==> config.mk <==
export PLATFORM = sky130hd
export DESIGN_NAME = conv_seq_ctrl
export DESIGN_NICKNAME = d
export VERILOG_FILES = /design/src/rtl/conv_seq_ctrl.sv
export SDC_FILE = /design/constraint.sdc
export NUM_CORES = 2
export LEC_CHECK = 0
export ABC_CLOCK_PERIOD_IN_PS = 10300
export CAP_MARGIN = 20
export CORE_ASPECT_RATIO = 0.7
export CORE_MARGIN = 5
export CORE_UTILIZATION = 54
export DETAILED_ROUTE_END_ITERATION = 6
export DONT_BUFFER_PORTS = 1
export HOLD_SLACK_MARGIN = 0.12
export PLACE_DENSITY = 0.66
export SYNTH_ARGS = -nofsm -noshare
export SYNTH_HDL_FRONTEND = slang
export SYNTH_SLANG_ARGS = --single-unit
==> constraint.sdc <==
create_clock -name clk -period 10.3 [get_ports clk]
set_input_delay 2.575 -clock clk [delete_from_list [all_inputs] [get_ports clk]]
set_output_delay 2.575 -clock clk [all_outputs]
set_load 0.03 [all_outputs]
==> src/rtl/conv_seq_ctrl.sv <==
// Convolution sequencer: walks every valid output position of the feature map,
// fetches each K_H x K_W window from a 1-cycle-latency SRAM and streams MAC results out.

module conv_unit #(
    parameter int K_H = 3,
    parameter int K_W = 3
) (
    input  logic [K_H*K_W*8-1:0] pix_flat,
    input  logic [K_H*K_W*8-1:0] w_flat,
    output logic [23:0]          result
);
    localparam int N = K_H * K_W;

    logic signed [16:0] prod_s [N];

    // Pixels are unsigned: widen with a zero MSB before the signed multiply.
    for (genvar i = 0; i < N; i++) begin : g_mac
        assign prod_s[i] = 17'($signed({1'b0, pix_flat[i*8 +: 8]})) * 17'($signed(w_flat[i*8 +: 8]));
    end

    // Sum all products, sign-extended to the result width
    always_comb begin
        result = 24'd0;
        for (int i = 0; i < N; i++) begin
            result = result + {{7{prod_s[i][16]}}, prod_s[i]};
        end
    end
endmodule

module conv_seq_ctrl #(
    parameter int IMG_H  = 8,
    parameter int IMG_W  = 8,
    parameter int K_H    = 3,
    parameter int K_W    = 3,
    parameter int ADDR_W = 6
) (
    input  logic                 clk,
    input  logic                 rst,
    input  logic                 start,
    input  logic [K_H*K_W*8-1:0] w_flat,
    output logic                 mem_rd_en,
    output logic [ADDR_W-1:0]    mem_addr,
    input  logic [7:0]           mem_rd_data,
    output logic                 out_valid,
    input  logic                 out_ready,
    output logic [23:0]          out_data,
    output logic [7:0]           out_row,
    output logic [7:0]           out_col,
    output logic                 busy,
    output logic                 done
);
    localparam int OH = IMG_H - K_H + 1;
    localparam int OW = IMG_W - K_W + 1;
    localparam int NW = K_H * K_W * 8;

    typedef enum logic [2:0] {
        S_IDLE, S_FETCH, S_DRAIN, S_CALC, S_OUT, S_DONE
    } state_t;

    state_t        state_q, state_d;
    logic [7:0]    row_q, row_d, col_q, col_d;
    logic [7:0]    kr_q, kr_d, kc_q, kc_d;
    logic [NW-1:0] w_q, w_d;
    logic [23:0]   out_data_q, out_data_d;
    logic [7:0]    out_row_q, out_row_d, out_col_q, out_col_d;
    logic [NW-1:0] win_q;
    logic          cap_en_q;
    logic [7:0]    cap_r_q, cap_c_q;
    logic [23:0]   conv_s;
    logic          last_pos_s;

    conv_unit #(.K_H(K_H), .K_W(K_W)) u_conv (
        .pix_flat (win_q),
        .w_flat   (w_q),
        .result   (conv_s)
    );

    assign out_data   = out_data_q;
    assign out_row    = out_row_q;
    assign out_col    = out_col_q;
    assign last_pos_s = (row_q == 8'(OH - 1)) && (col_q == 8'(OW - 1));

    // Sequencer state and result registers
    always_ff @(posedge clk) begin
        if (rst) begin
            state_q    <= S_IDLE;
            row_q      <= 8'd0;
            col_q      <= 8'd0;
            kr_q       <= 8'd0;
            kc_q       <= 8'd0;
            w_q        <= '0;
            out_data_q <= 24'd0;
            out_row_q  <= 8'd0;
            out_col_q  <= 8'd0;
        end else begin
            state_q    <= state_d;
            row_q      <= row_d;
            col_q      <= col_d;
            kr_q       <= kr_d;
            kc_q       <= kc_d;
            w_q        <= w_d;
            out_data_q <= out_data_d;
            out_row_q  <= out_row_d;
            out_col_q  <= out_col_d;
        end
    end

    // Window capture: SRAM data lands one cycle after its read, so the slot index is delayed too
    always_ff @(posedge clk) begin
        if (rst) begin
            cap_en_q <= 1'b0;
            cap_r_q  <= 8'd0;
            cap_c_q  <= 8'd0;
            win_q    <= '0;
        end else begin
            cap_en_q <= mem_rd_en;
            cap_r_q  <= kr_q;
            cap_c_q  <= kc_q;
            if (cap_en_q) begin
                win_q[(int'(cap_r_q) * K_W + int'(cap_c_q)) * 8 +: 8] <= mem_rd_data;
            end
        end
    end

    // Next-state and output decode
    always_comb begin
        state_d    = state_q;
        row_d      = row_q;
        col_d      = col_q;
        kr_d       = kr_q;
        kc_d       = kc_q;
        w_d        = w_q;
        out_data_d = out_data_q;
        out_row_d  = out_row_q;
        out_col_d  = out_col_q;
        mem_rd_en  = 1'b0;
        mem_addr   = '0;
        out_valid  = 1'b0;
        done       = 1'b0;
        busy       = (state_q != S_IDLE);
        case (state_q)
            S_IDLE: begin
                if (start) begin
                    w_d     = w_flat;
                    row_d   = 8'd0;
                    col_d   = 8'd0;
                    kr_d    = 8'd0;
                    kc_d    = 8'd0;
                    state_d = S_FETCH;
                end else begin
                    state_d = S_IDLE;
                end
            end
            S_FETCH: begin
                mem_rd_en = 1'b1;
                mem_addr  = ADDR_W'((int'(row_q) + int'(kr_q)) * IMG_W + int'(col_q) + int'(kc_q));
                if (kc_q == 8'(K_W - 1)) begin
                    kc_d = 8'd0;
                    if (kr_q == 8'(K_H - 1)) begin
                        kr_d    = 8'd0;
                        state_d = S_DRAIN;
                    end else begin
                        kr_d = kr_q + 8'd1;
                    end
                end else begin
                    kc_d = kc_q + 8'd1;
                end
            end
            S_DRAIN: begin
                state_d = S_CALC;
            end
            S_CALC: begin
                out_data_d = conv_s;
                out_row_d  = row_q;
                out_col_d  = col_q;
                state_d    = S_OUT;
            end
            S_OUT: begin
                out_valid = 1'b1;
                if (out_ready) begin
                    if (last_pos_s) begin
                        state_d = S_DONE;
                    end else begin
                        if (col_q == 8'(OW - 1)) begin
                            col_d = 8'd0;
                            row_d = row_q + 8'd1;
                        end else begin
                            col_d = col_q + 8'd1;
                        end
                        state_d = S_FETCH;
                    end
                end else begin
                    state_d = S_OUT;
                end
            end
            S_DONE: begin
                done    = 1'b1;
                state_d = S_IDLE;
            end
            default: begin
                state_d = S_IDLE;
            end
        endcase
    end
endmodule
==> flow_summary.yaml <==
routing:
  post_drt_via_cell_ratio: 5.35
  route.vias.total: 24181
  postRouteWirelength_um: 83600
  drt_first_pass_iters: 7
  routed_wire_length_per_instance_um: 18.5
  number_of_nets_still_failing_antenna_checks_after_routing: 0
  number_of_drc_markers_after_the_initial_detailed_route_iteration: 1546
  post-route-drc-count: 0
floorplan:
  floorplan.io_pins: 134
  die_w_um: 306
  floorplan.die_area_um2: 66400
  fp.dieH_um: 217
  start_util: 0.549
  coreArea_um2: 60300
  core.rowCount: 75
worst_setup_path:
  worstPathMaxFanout: 9
  worstPathRequired_ns: 10.83
  crit_top_cell: "sky130_fd_sc_hd__fa_1"
  critical_path.n_buffers_inverters: 7
  slowest_stage: "sky130_fd_sc_hd__fa_1"
  worstSetupEndpointType: "flip-flop"
  timing.critical_path.depth: 34
  reg2regPathDepth: 34
  worst-setup-path-type: "flip-flop to flip-flop"
  rrSetupSlack_ns: 0.62
  cp_data_arrival_time_ns: 10.21
  max_stage_delay_ns: 0.55
  cpLargestDelayFamily: "adder cells"
  critPathLaunchType: "flip-flop"
yosys:
  synth_edf_count: 0
  yosys_most_used_dff: "sky130_fd_sc_hd__dfxtp_1"
  synth.top_cells.by_area: "sky130_fd_sc_hd__fa_1 (29%), sky130_fd_sc_hd__ha_1 (16%), sky130_fd_sc_hd__dfxtp_1 (14%)"
  synth_top_cell_by_area: "sky130_fd_sc_hd__fa_1"
  yosys.area.top_type_share: 0.290
  synth_cells: 3759
  synth_area_um2: 33100
  synthesis.nets: 4745
  yosys_register_bits: 236
  yosysWarningCount: 0
  syn_area_per_cell_um2: 8.80
  synth_commonest_cells: "sky130_fd_sc_hd__inv_1 (660), sky130_fd_sc_hd__nand2_1 (494), sky130_fd_sc_hd__fa_1 (480)"
  synth_most_common_cell: "sky130_fd_sc_hd__inv_1"
  synth.distinct_cells: 68
  synth-async-reset-ratio: 0
  synth-seq-area-share: 0.143
final_layout:
  final_core_util: 0.576
  fin_area_um2: 34800
  drive_gt1_frac: 0.0235
  stdcell_count: 4517
  nets: 4675
  antenna_cells_inserted: 0
  synthesis_to_layout_area_growth_pct: 5.07
sta:
  max_slew.worst_pin.slew_ns: 1.14
  post-route-period-util: 0.940
  setup_viol: 0
  grt_setup_unrepaired: "no"
  report.final.slew_viol_count: 0
  max_freq_mhz: 103
  layout_skew_ns: 0.0259
  worst_slew_margin_rel: 0.232
  min_period_ns: 9.68
  finalHoldViolations: 0
  fin_tns_setup_ns: 0
clock_tree:
  post_cts_setup_bufs: 0
  clk-insertion-delay-late_ns: 0.60
  clock_tree_from_tritoncts: "done"
  postCtsHoldBufs: 0
  tritoncts.num_buffers: 28
  htreeDepth: 1
  worst_setup_hold_path_clk_slew_ns: 0.07
  clockBufferDepth: 3
  library_cell_used_as_clock_root_buffer: "sky130_fd_sc_hd__clkbuf_16"
  clock_sink_count: 236
pwr:
  ir_worst_vdd_v: 0.000173
  power_leakage_nw: 17.5
  power.density_cell_area_nw_per_um2: 113
global_route:
  largest_net_degree_at_the_start_of_global_routing: 227
  grt_pass1_vias: 24540
  wire_length_of_the_first_global_routing_pass_um: 136000
  overall_routing_resource_usage: 0.255
  grt.overflow.total: 0
  antenna_found_initial: 1
run_status:
  run_status: "complete, no violations"
placed_design:
  post_dp_cell_area_um2: 33800
  numPlacedInstances: 4466
  placement.io_buffers: 0
  gpl.final_weighted_congestion: 0.959
  hpwlAfterDp_um: 68600
run:
  max_cap_viol_count: 0
worst_hold_path:
  worst_hold_path_type: "flip-flop to flip-flop"
  hold-path-cell-count: 2
-- layout by cell type, fill, tap and decap left out, drive strengths merged, types with 13 or more instances in the layout --
| master | netlist | final |
|---|---|---|
| a21o | 33 | 33 |
| a21oi | 196 | 196 |
| and2 | 306 | 306 |
| and3 | 16 | 16 |
| clkbuf | 103 | 36 |
| dfxtp | 236 | 236 |
| fa | 480 | 480 |
| ha | 422 | 422 |
| inv | 660 | 660 |
| mux2i | 53 | 53 |
| nand2 | 494 | 494 |
| nand2b | 119 | 119 |
| nand3 | 40 | 40 |
| nand4 | 13 | 13 |
| nor2 | 121 | 121 |
| nor2b | 55 | 55 |
| nor3 | 29 | 29 |
| o211ai | 18 | 18 |
| o21ai | 93 | 93 |
| or3 | 14 | 14 |
| xnor2 | 86 | 86 |
| xor2 | 59 | 59 |
-- stage by stage --
| step | worst slack (ns) | total power (W) | hold slack (ns) |
|---|---|---|---|
| after detailed placement | 0.641 | 0.00282 | 0.471 |
| after floorplan | 1.25 | 0.00235 | 0.450 |
| final | 0.617 | 0.00394 | 0.484 |
| after global routing | 0.0520 | 0.00421 | 0.512 |
| after CTS | 0.587 | 0.00396 | 0.481 |
| after global placement | 0.720 | 0.00282 | 0.476 |
-- per-layer routing --
metal,GRT usage,vias to the layer above,routed length (µm),part of all wire
met2,0.385,628,35900,0.43
li1,-,11622,-,-
met3,0.0502,103,5950,0.071
met1,0.381,11828,39700,0.47
met5,0,-,0,0
met4,0.0567,0,2160,0.026
-- kinds of logic (layout without fill, tap and decap cells) --
family,count (synthesis),after routing,synth area share
AND/OR/NAND/NOR,1245,1245,0.190
adder cells (fa/ha/maj),902,902,0.450
buffers and inverters,765,715,0.0870
AO/OA/AOI/OAI,413,413,0.0756
flip-flops,236,236,0.143
XOR/XNOR,145,145,0.0386
multiplexers,53,53,0.0160
-- area by class of cell --
class                           instances  area, µm²
Clock inverter                         14        228
Tap cell                              808       1010
Fill cell                            5526      25600
Multi-Input combinational cell       2758      25500
Sequential cell                       236       4720
Timing Repair Buffer                    5       35.0
Clock buffer                           36        791
Inverter                              660       2480
-- power breakdown --
group | switching (W) | leakage (nW) | internal, W | total (W)
Clock | 0.000444 | 0.504 | 0.000667 | 0.00111
Combinational | 0.00108 | 15.1 | 0.000666 | 0.00174
Sequential | 0.000120 | 1.91 | 0.000960 | 0.00108
-- tightest hold or removal path, delay by kind of cell, from the launching register on --
family | cells | cell delay [ns]
simple gates | 1 | 0.06
flops | 1 | 0.33
compound gates | 1 | 0.05
-- worst paths after layout --
check           start           end
min          row_q[7]    out_row[7]
max          win_q[5]  out_data[23]
max reg2reg  win_q[5]  out_data[23]
min reg2reg  row_q[7]    out_row[7]
-- repair_timing --
action                                  in CTS  in global routing
endpoints found under the setup margin       0                  1
hold endpoints to repair                     0                  0
resized for setup                            0                  1
(Power assumes the default switching activity.)
